[src/rtl/keypad_scanner_pkg.sv]
// Shared definitions for the keypad scanner and the matching digit-scan driver.
//   - scan_state_t : scanner FSM encodings (SCAN / DEBOUNCE / HELD, 2 bits)
//   - ROW_IDLE     : all rows released
//   - ROW_TABLE    : one-cold row drive pattern indexed by row number
//   - classify_cols: sorts a synchronised active-low column word into
//                    none / single / multi and returns the single column index
package keypad_scanner_pkg;

    typedef enum logic [1:0] {
        ST_SCAN     = 2'd0,
        ST_DEBOUNCE = 2'd1,
        ST_HELD     = 2'd2
    } scan_state_t;

    typedef enum logic [1:0] {
        COL_NONE   = 2'd0,
        COL_SINGLE = 2'd1,
        COL_MULTI  = 2'd2
    } col_class_t;

    typedef struct packed {
        col_class_t cls;
        logic [1:0] idx;
    } col_info_t;

    localparam logic [3:0] ROW_IDLE = 4'b1111;

    // Element n drives row n low: [0]=1110, [1]=1101, [2]=1011, [3]=0111.
    localparam logic [3:0][3:0] ROW_TABLE = {4'b0111, 4'b1011, 4'b1101, 4'b1110};

    function automatic col_info_t classify_cols(input logic [3:0] cols);
        col_info_t  info;
        logic [2:0] lows;
        info.cls = COL_NONE;
        info.idx = 2'd0;
        lows     = 3'd0;
        for (int i = 0; i < 4; i++) begin
            if (!cols[i]) begin
                lows     = lows + 3'd1;
                info.idx = 2'(i);
            end
        end
        if (lows == 3'd1) begin
            info.cls = COL_SINGLE;
        end else if (lows != 3'd0) begin
            info.cls = COL_MULTI;
        end
        return info;
    endfunction

endpackage

[src/rtl/keypad_scanner_scan_tick_gen.sv]
// Scan-rate prescaler shared by the keypad scanner and the display multiplexer.
//   clk  in  system clock
//   rst  in  asynchronous reset, active-low
//   tick out one-clk strobe while the prescaler sits at DIV-1; it then wraps to 0
module scan_tick_gen #(
    parameter int DIV = 131072
) (
    input  logic clk,
    input  logic rst,
    output logic tick
);

    localparam int CW = (DIV > 1) ? $clog2(DIV) : 1;

    logic [CW-1:0] count_reg;

    assign tick = (count_reg == CW'(DIV - 1));

    always_ff @(posedge clk or negedge rst) begin
        if (!rst) begin
            count_reg <= '0;
        end else if (tick) begin
            count_reg <= '0;
        end else begin
            count_reg <= count_reg + 1'b1;
        end
    end

endmodule

[src/rtl/keypad_scanner.sv]
// 4x4 matrix keypad reader: drives one active-low row per scan slot, samples the
// active-low columns at the end of the slot, debounces presses and releases, and
// reports one hex code per press over a valid/ack handshake.
//   clk       in   system clock
//   rst       in   asynchronous reset, active-low
//   col_in    in   [3:0] keypad columns, active-low, asynchronous
//   key_ack   in   consumer acknowledge (pulse or level)
//   row_sel   out  [3:0] one-cold row drive
//   key_code  out  [3:0] {row, col} of the last accepted key
//   key_valid out  new key available; cleared on the clk after key_ack
//   key_held  out  accepted key still physically down
//   overrun   out  sticky: a key was accepted while key_valid was still set
module keypad_scanner
    import keypad_scanner_pkg::*;
#(
    parameter int SCAN_DIV       = 131072,
    parameter int DEBOUNCE_SCANS = 16
) (
    input  logic       clk,
    input  logic       rst,
    input  logic [3:0] col_in,
    input  logic       key_ack,
    output logic [3:0] row_sel,
    output logic [3:0] key_code,
    output logic       key_valid,
    output logic       key_held,
    output logic       overrun
);

    localparam logic [7:0] CNT_LAST = 8'(DEBOUNCE_SCANS - 1);

    logic        tick;
    logic [3:0]  col_meta_reg;
    logic [3:0]  col_sync_reg;
    col_info_t   col_info;

    scan_state_t state_reg,     state_next;
    logic [1:0]  row_idx_reg,   row_idx_next;
    logic [1:0]  col_idx_reg,   col_idx_next;
    logic [7:0]  cnt_reg,       cnt_next;
    logic [3:0]  key_code_reg,  key_code_next;
    logic        key_valid_reg, key_valid_next;
    logic        overrun_reg,   overrun_next;
    logic        accept;

    scan_tick_gen #(
        .DIV (SCAN_DIV)
    ) u_tick (
        .clk  (clk),
        .rst  (rst),
        .tick (tick)
    );

    // Two-flop synchroniser per column line; idle (pulled-up) value on reset.
    generate
        for (genvar gi = 0; gi < 4; gi++) begin : g_col_sync
            always_ff @(posedge clk or negedge rst) begin
                if (!rst) begin
                    col_meta_reg[gi] <= ROW_IDLE[gi];
                    col_sync_reg[gi] <= ROW_IDLE[gi];
                end else begin
                    col_meta_reg[gi] <= col_in[gi];
                    col_sync_reg[gi] <= col_meta_reg[gi];
                end
            end
        end
    endgenerate

    assign col_info = classify_cols(col_sync_reg);

    // State register (FSM state plus its datapath and handshake registers).
    always_ff @(posedge clk or negedge rst) begin
        if (!rst) begin
            state_reg     <= ST_SCAN;
            row_idx_reg   <= 2'd0;
            col_idx_reg   <= 2'd0;
            cnt_reg       <= 8'd0;
            key_code_reg  <= 4'd0;
            key_valid_reg <= 1'b0;
            overrun_reg   <= 1'b0;
        end else begin
            state_reg     <= state_next;
            row_idx_reg   <= row_idx_next;
            col_idx_reg   <= col_idx_next;
            cnt_reg       <= cnt_next;
            key_code_reg  <= key_code_next;
            key_valid_reg <= key_valid_next;
            overrun_reg   <= overrun_next;
        end
    end

    // Next-state logic. The tick marks the end of a row slot, so the synced
    // columns seen on a tick belong to the row that was driven for that slot.
    // cnt_reg is the press count in DEBOUNCE and the release count in HELD.
    always_comb begin
        state_next   = state_reg;
        row_idx_next = row_idx_reg;
        col_idx_next = col_idx_reg;
        cnt_next     = cnt_reg;
        accept       = 1'b0;
        if (tick) begin
            case (state_reg)
                ST_SCAN: begin
                    if (col_info.cls == COL_SINGLE) begin
                        col_idx_next = col_info.idx;
                        cnt_next     = 8'd1;
                        state_next   = ST_DEBOUNCE;
                    end else begin
                        row_idx_next = row_idx_reg + 2'd1;
                    end
                end
                ST_DEBOUNCE: begin
                    if (col_info.cls == COL_SINGLE && col_info.idx == col_idx_reg) begin
                        if (cnt_reg == CNT_LAST) begin
                            accept     = 1'b1;
                            cnt_next   = 8'd0;
                            state_next = ST_HELD;
                        end else begin
                            cnt_next = cnt_reg + 8'd1;
                        end
                    end else begin
                        cnt_next     = 8'd0;
                        state_next   = ST_SCAN;
                        row_idx_next = row_idx_reg + 2'd1;
                    end
                end
                ST_HELD: begin
                    if (col_info.cls == COL_NONE) begin
                        if (cnt_reg == CNT_LAST) begin
                            cnt_next     = 8'd0;
                            state_next   = ST_SCAN;
                            row_idx_next = row_idx_reg + 2'd1;
                        end else begin
                            cnt_next = cnt_reg + 8'd1;
                        end
                    end else begin
                        cnt_next = 8'd0;
                    end
                end
                default: begin
                    cnt_next   = 8'd0;
                    state_next = ST_SCAN;
                end
            endcase
        end
    end

    // Handshake. An accept wins over a simultaneous ack: the consumer acked the
    // old code, so the new one is valid and nothing was lost (overrun clear).
    always_comb begin
        key_code_next  = key_code_reg;
        key_valid_next = key_valid_reg;
        overrun_next   = overrun_reg;
        if (accept) begin
            key_code_next  = {row_idx_reg, col_idx_reg};
            key_valid_next = 1'b1;
            overrun_next   = key_valid_reg & ~key_ack;
        end else if (key_ack && key_valid_reg) begin
            key_valid_next = 1'b0;
            overrun_next   = 1'b0;
        end
    end

    // Outputs.
    always_comb begin
        row_sel   = ROW_IDLE;
        row_sel   = ROW_TABLE[row_idx_reg];
        key_held  = (state_reg == ST_HELD);
        key_code  = key_code_reg;
        key_valid = key_valid_reg;
        overrun   = overrun_reg;
    end

endmodule

[config.mk]
export PLATFORM = sky130hd
export DESIGN_NAME = keypad_scanner
export DESIGN_NICKNAME = d
export VERILOG_FILES = /design/src/rtl/keypad_scanner_pkg.sv /design/src/rtl/keypad_scanner_scan_tick_gen.sv /design/src/rtl/keypad_scanner.sv
export SDC_FILE = /design/constraint.sdc
export NUM_CORES = 1
export LEC_CHECK = 0
export CORE_UTILIZATION = 52
export DETAILED_ROUTE_END_ITERATION = 6
export GPL_TIMING_DRIVEN = 1
export PLACE_DENSITY_LB_ADDON = 0.25
export SKIP_CTS_REPAIR_TIMING = 1
export SLEW_MARGIN = 20
export SYNTH_ARGS = -nofsm -noshare
export SYNTH_HDL_FRONTEND = slang
export SYNTH_SLANG_ARGS = --single-unit
[constraint.sdc]
create_clock -name clk -period 2.8 [get_ports clk]
set_input_delay 0.28 -clock clk [delete_from_list [all_inputs] [get_ports clk]]
set_output_delay 0.28 -clock clk [all_outputs]
set_load 0.005 [all_outputs]
==> results.txt <==
The register with the most flip-flops in the layout has 17 of them. The pin count of the biggest net entering global routing came out at 46. The height of the chip came out at 67.8 µm.

The fraction of the cycle the final worst path needs is 0.978. Of all flip-flops after synthesis, the portion carrying an async set or reset was 1.00. The final estimated routing congestion in global placement came out at 0.810. The total number of cells along the worst setup path is 10. The power share of the clock group came out at 0.333. At the later pin of the worst-skew pair, clock insertion delay measures 0.30 ns. The power per cell area came out at 432 mW/mm². The switching part of the total power came out at 0.228. The slew at the pin closest to its max-slew limit came out at 0.544 ns. The overall track demand over capacity in global routing is 0.202.

In this run the tightest slew margin relative to its limit is 0.637. Counting flops with a built-in enable in the synthesized netlist gives 0. The count of buffers added on input and output ports is 17. The flow ran to the end, but the final reports show violations. From synthesis to final layout, the design area changed by 18.0%.

The delay of the slowest cell on the worst path is 0.54 ns. The final-report max-slew violation count came out at 0. The highest clock rate came out at 365 MHz. The cell area that synthesis handed to floorplanning was 0.00225 mm². For this design, the slowest cell found on the critical path is dfstp_2. The initial antenna violation count came out at 0. The signal arrival time at the worst endpoint is 2.98 ns. The routed wire length is 3.82 mm.

The setup total negative slack came out at 0 ns. The post-synthesis sequential element count is 45. The effective utilization at floorplan is 0.550. The setup path with the least slack is of type register to register. The worst hold margin came out at -0.0378 ns. The most used flip-flop cell after synthesis is dfrtp_1.

The data required time of the critical path is 3.04 ns. Clock tree synthesis selected as its root buffer the cell clkbuf_8. The clock tree from TritonCTS is yes.

Setup repair after global routing could not meet its margin everywhere. The net count after synthesis came out at 229. The total die area is 0.00459 mm². The final reports fail on hold timing.

The final layout net count came out at 255. The number of instances in the synthesized netlist came out at 212. Of the total power, registers draw 0.581.

The maximum VDD drop came out at 0.292 mV. The number of unique standard cell types used by synthesis is 47. The number of synthesis warnings is 0. The filler cell count is 345. The average wire per standard cell came out at 13.2 µm. The post-CTS clock slew at the launch and capture registers of the worst setup and hold paths is 0.08 ns. The critical path buffer and inverter count is 1. Buffers inserted during clock tree synthesis total 5. The storage element area came out at 0.00114 mm².

The length of the first detailed-routing pass in iterations is 4. The signal on the critical path passes through inv_1 -> ha_4 -> xnor2_4 -> ha_4 -> nor3b_2 -> mux2i_1 -> and2_4 -> a2111o_1 -> or4_1 -> nand3_1. The core region is 0.00409 mm². The area used by multi-input combinational logic is 0.00110 mm². The diode insertion count for antenna repair is 0. The number of global-route vias before repair came out at 1498. The worst hold path belongs to the class input port to async pin. The number of H-tree branching levels is 2. The total number of vias came out at 1563. The worst clock skew on the final layout is 0.0112 ns.

The sequential area share after synthesis came out at 0.505. In this design, the largest share of critical-path delay is due to simple AND/OR/NAND/NOR gates. Counting along the longest clock path gives a buffer depth of 2. The number of maximum-capacitance violations is 0. The number of cells on the worst reg-to-reg path came out at 10.

The width of the die came out at 67.8 µm. Once detail routing completed, the nets flagged for antenna violations numbered 0. The total overflow reported by the global router came out at 0. The count of pins on the block boundary is 18.

The number of endpoints with negative hold slack in the final report came out at 37. In the final layout, the share of cells above drive strength 1 is 0.167. The clock period minus final worst setup slack came out at 2.74 ns. The first routing iteration left 52 violations. STA classifies the critical path endpoint as a register. The tree built by TritonCTS fans out to 45 sinks.

The switching component of the power came out at 0.261 mW. The wire length of the first global-routing pass came out at 6.66 mm. Setup violations remaining at the end of the flow were counted as 0.

The internal power of the cells totals 0.885 mW. Along the worst path, the maximum fanout reaches 6. The total number of placement rows came out at 23. The via count normalized by instance count came out at 5.41. The worst register-to-register path has a setup slack of 0.06 ns. The worst setup path is launched from a register. A synthesized cell averages 10.6 µm². The number of remaining DRC errors is 0. The placed wire-length estimate came out at 2.70 mm. Among the stages of the critical path, the cell type that occurs most often is ha_4. For this design the static power due to leakage is 1.18 nW. The combinational fraction of design power is 0.086.
logic make-up after synthesis:
| kind of cell | count (synthesis) | share of synthesized area |
|---|---|---|
| AO/OA/AOI/OAI | 27 | 0.0885 |
| XOR/XNOR | 20 | 0.0846 |
| buffers and inverters | 19 | 0.0395 |
| flip-flops | 45 | 0.505 |
| adder cells (fa/ha/maj) | 10 | 0.0556 |
| multiplexers | 9 | 0.0434 |
| AND/OR/NAND/NOR | 82 | 0.183 |
cell usage in the layout (no fill, tap or decap), types with 2 or more instances in the layout:
cell type         n
ha_1              8
xnor2_1           6
nand2_1          19
clkbuf_1          3
a21oi_1           3
o2111ai_1         2
inv_1            13
dfrtp_1          37
xor2_1           12
nor3_2            2
o21ai_0           4
clkdlybuf4s50_1  16
clkbuf_8          5
nor3_1            3
nand4_1           4
a21o_1            3
mux2_2            5
mux2i_1           3
and4_1            2
dfstp_2           8
nand3_1          12
nand2b_1          2
and3_1            4
nor2b_1           3
buf_4             9
ha_4              2
o21bai_1          2
nor2_1           23
o211ai_1          2
a31oi_1           2
power groups by stage:
stage	clock, mW	sequential (mW)	combinational (mW)
CTS	0.399	0.664	0.0880
global placement	0	0.677	0.0855
detailed placement	0	0.677	0.0877
floorplan	0	0.674	0.0567
global route	0.421	0.666	0.110
finish	0.381	0.665	0.0989
cell type report:
| class | instances | area share |
|---|---|---|
| Clock buffer | 8 | 0.0302 |
| Inverter | 13 | 0.0184 |
| Multi-Input combinational cell | 148 | 0.414 |
| Sequential cell | 45 | 0.428 |
| Tap cell | 50 | 0.0236 |
| Timing Repair Buffer | 25 | 0.0858 |
routing by layer:
layer / share of wire / up-vias / global-route usage
li1: - / 770 / -
met1: 0.46 / 749 / 0.258
met2: 0.49 / 38 / 0.318
met3: 0.032 / 6 / 0.0574
met4: 0.017 / 0 / 0.0851
met5: 0 / - / 0
worst paths after layout:
kind / startpoint / to
worst max-delay path: col_sync_reg[1] / cnt_reg[6]
worst min-delay path: rst / key_code[2]
worst max register to register: col_sync_reg[1] / cnt_reg[6]
worst min register to register: col_meta_reg[0] / col_sync_reg[0]
max in group asynchronous: rst / col_meta_reg[3]
min in group clk: col_meta_reg[0] / col_sync_reg[0]
cell usage after synthesis, drive strengths merged (2+ instances only):
| master | number | area, µm² |
|---|---|---|
| mux2 | 6 | 67.6 |
| nor3 | 5 | 30.0 |
| nor2b | 3 | 18.8 |
| a21o | 3 | 22.5 |
| xnor2 | 7 | 68.8 |
| nand2b | 2 | 12.5 |
| buf | 3 | 27.5 |
| ha | 10 | 125 |
| inv | 13 | 48.8 |
| a21oi | 4 | 20.0 |
| dfrtp | 37 | 926 |
| or4 | 2 | 18.8 |
| dfstp | 8 | 210 |
| and3 | 4 | 25.0 |
| nand4 | 4 | 25.0 |
| nor2 | 24 | 97.6 |
| o21ai | 5 | 25.0 |
| clkbuf | 3 | 12.5 |
| a31oi | 2 | 12.5 |
| o21bai | 2 | 15.0 |
| mux2i | 3 | 30.0 |
| o2111ai | 2 | 17.5 |
| nand3 | 12 | 60.1 |
| nor3b | 2 | 15.0 |
| o31ai | 2 | 20.0 |
| o211ai | 2 | 15.0 |
| nand2 | 19 | 71.3 |
| and4 | 2 | 17.5 |
| xor2 | 13 | 121 |
through the flow:
stage,utilization,power [mW],instances,setup WS (ns),cell area (µm²)
2_1_floorplan,-,0.731,212,0.0121,2300
3_3_place_gp,0.621,0.762,280,0.0837,2540
3_5_place_dp,0.621,0.765,280,-0.0345,2540
4_1_cts,0.641,1.15,288,-0.0278,2620
5_1_grt,0.649,1.20,289,-0.0592,2650
6_report,0.649,1.15,289,0.0620,2650
Power figures use the tool's default switching activity.
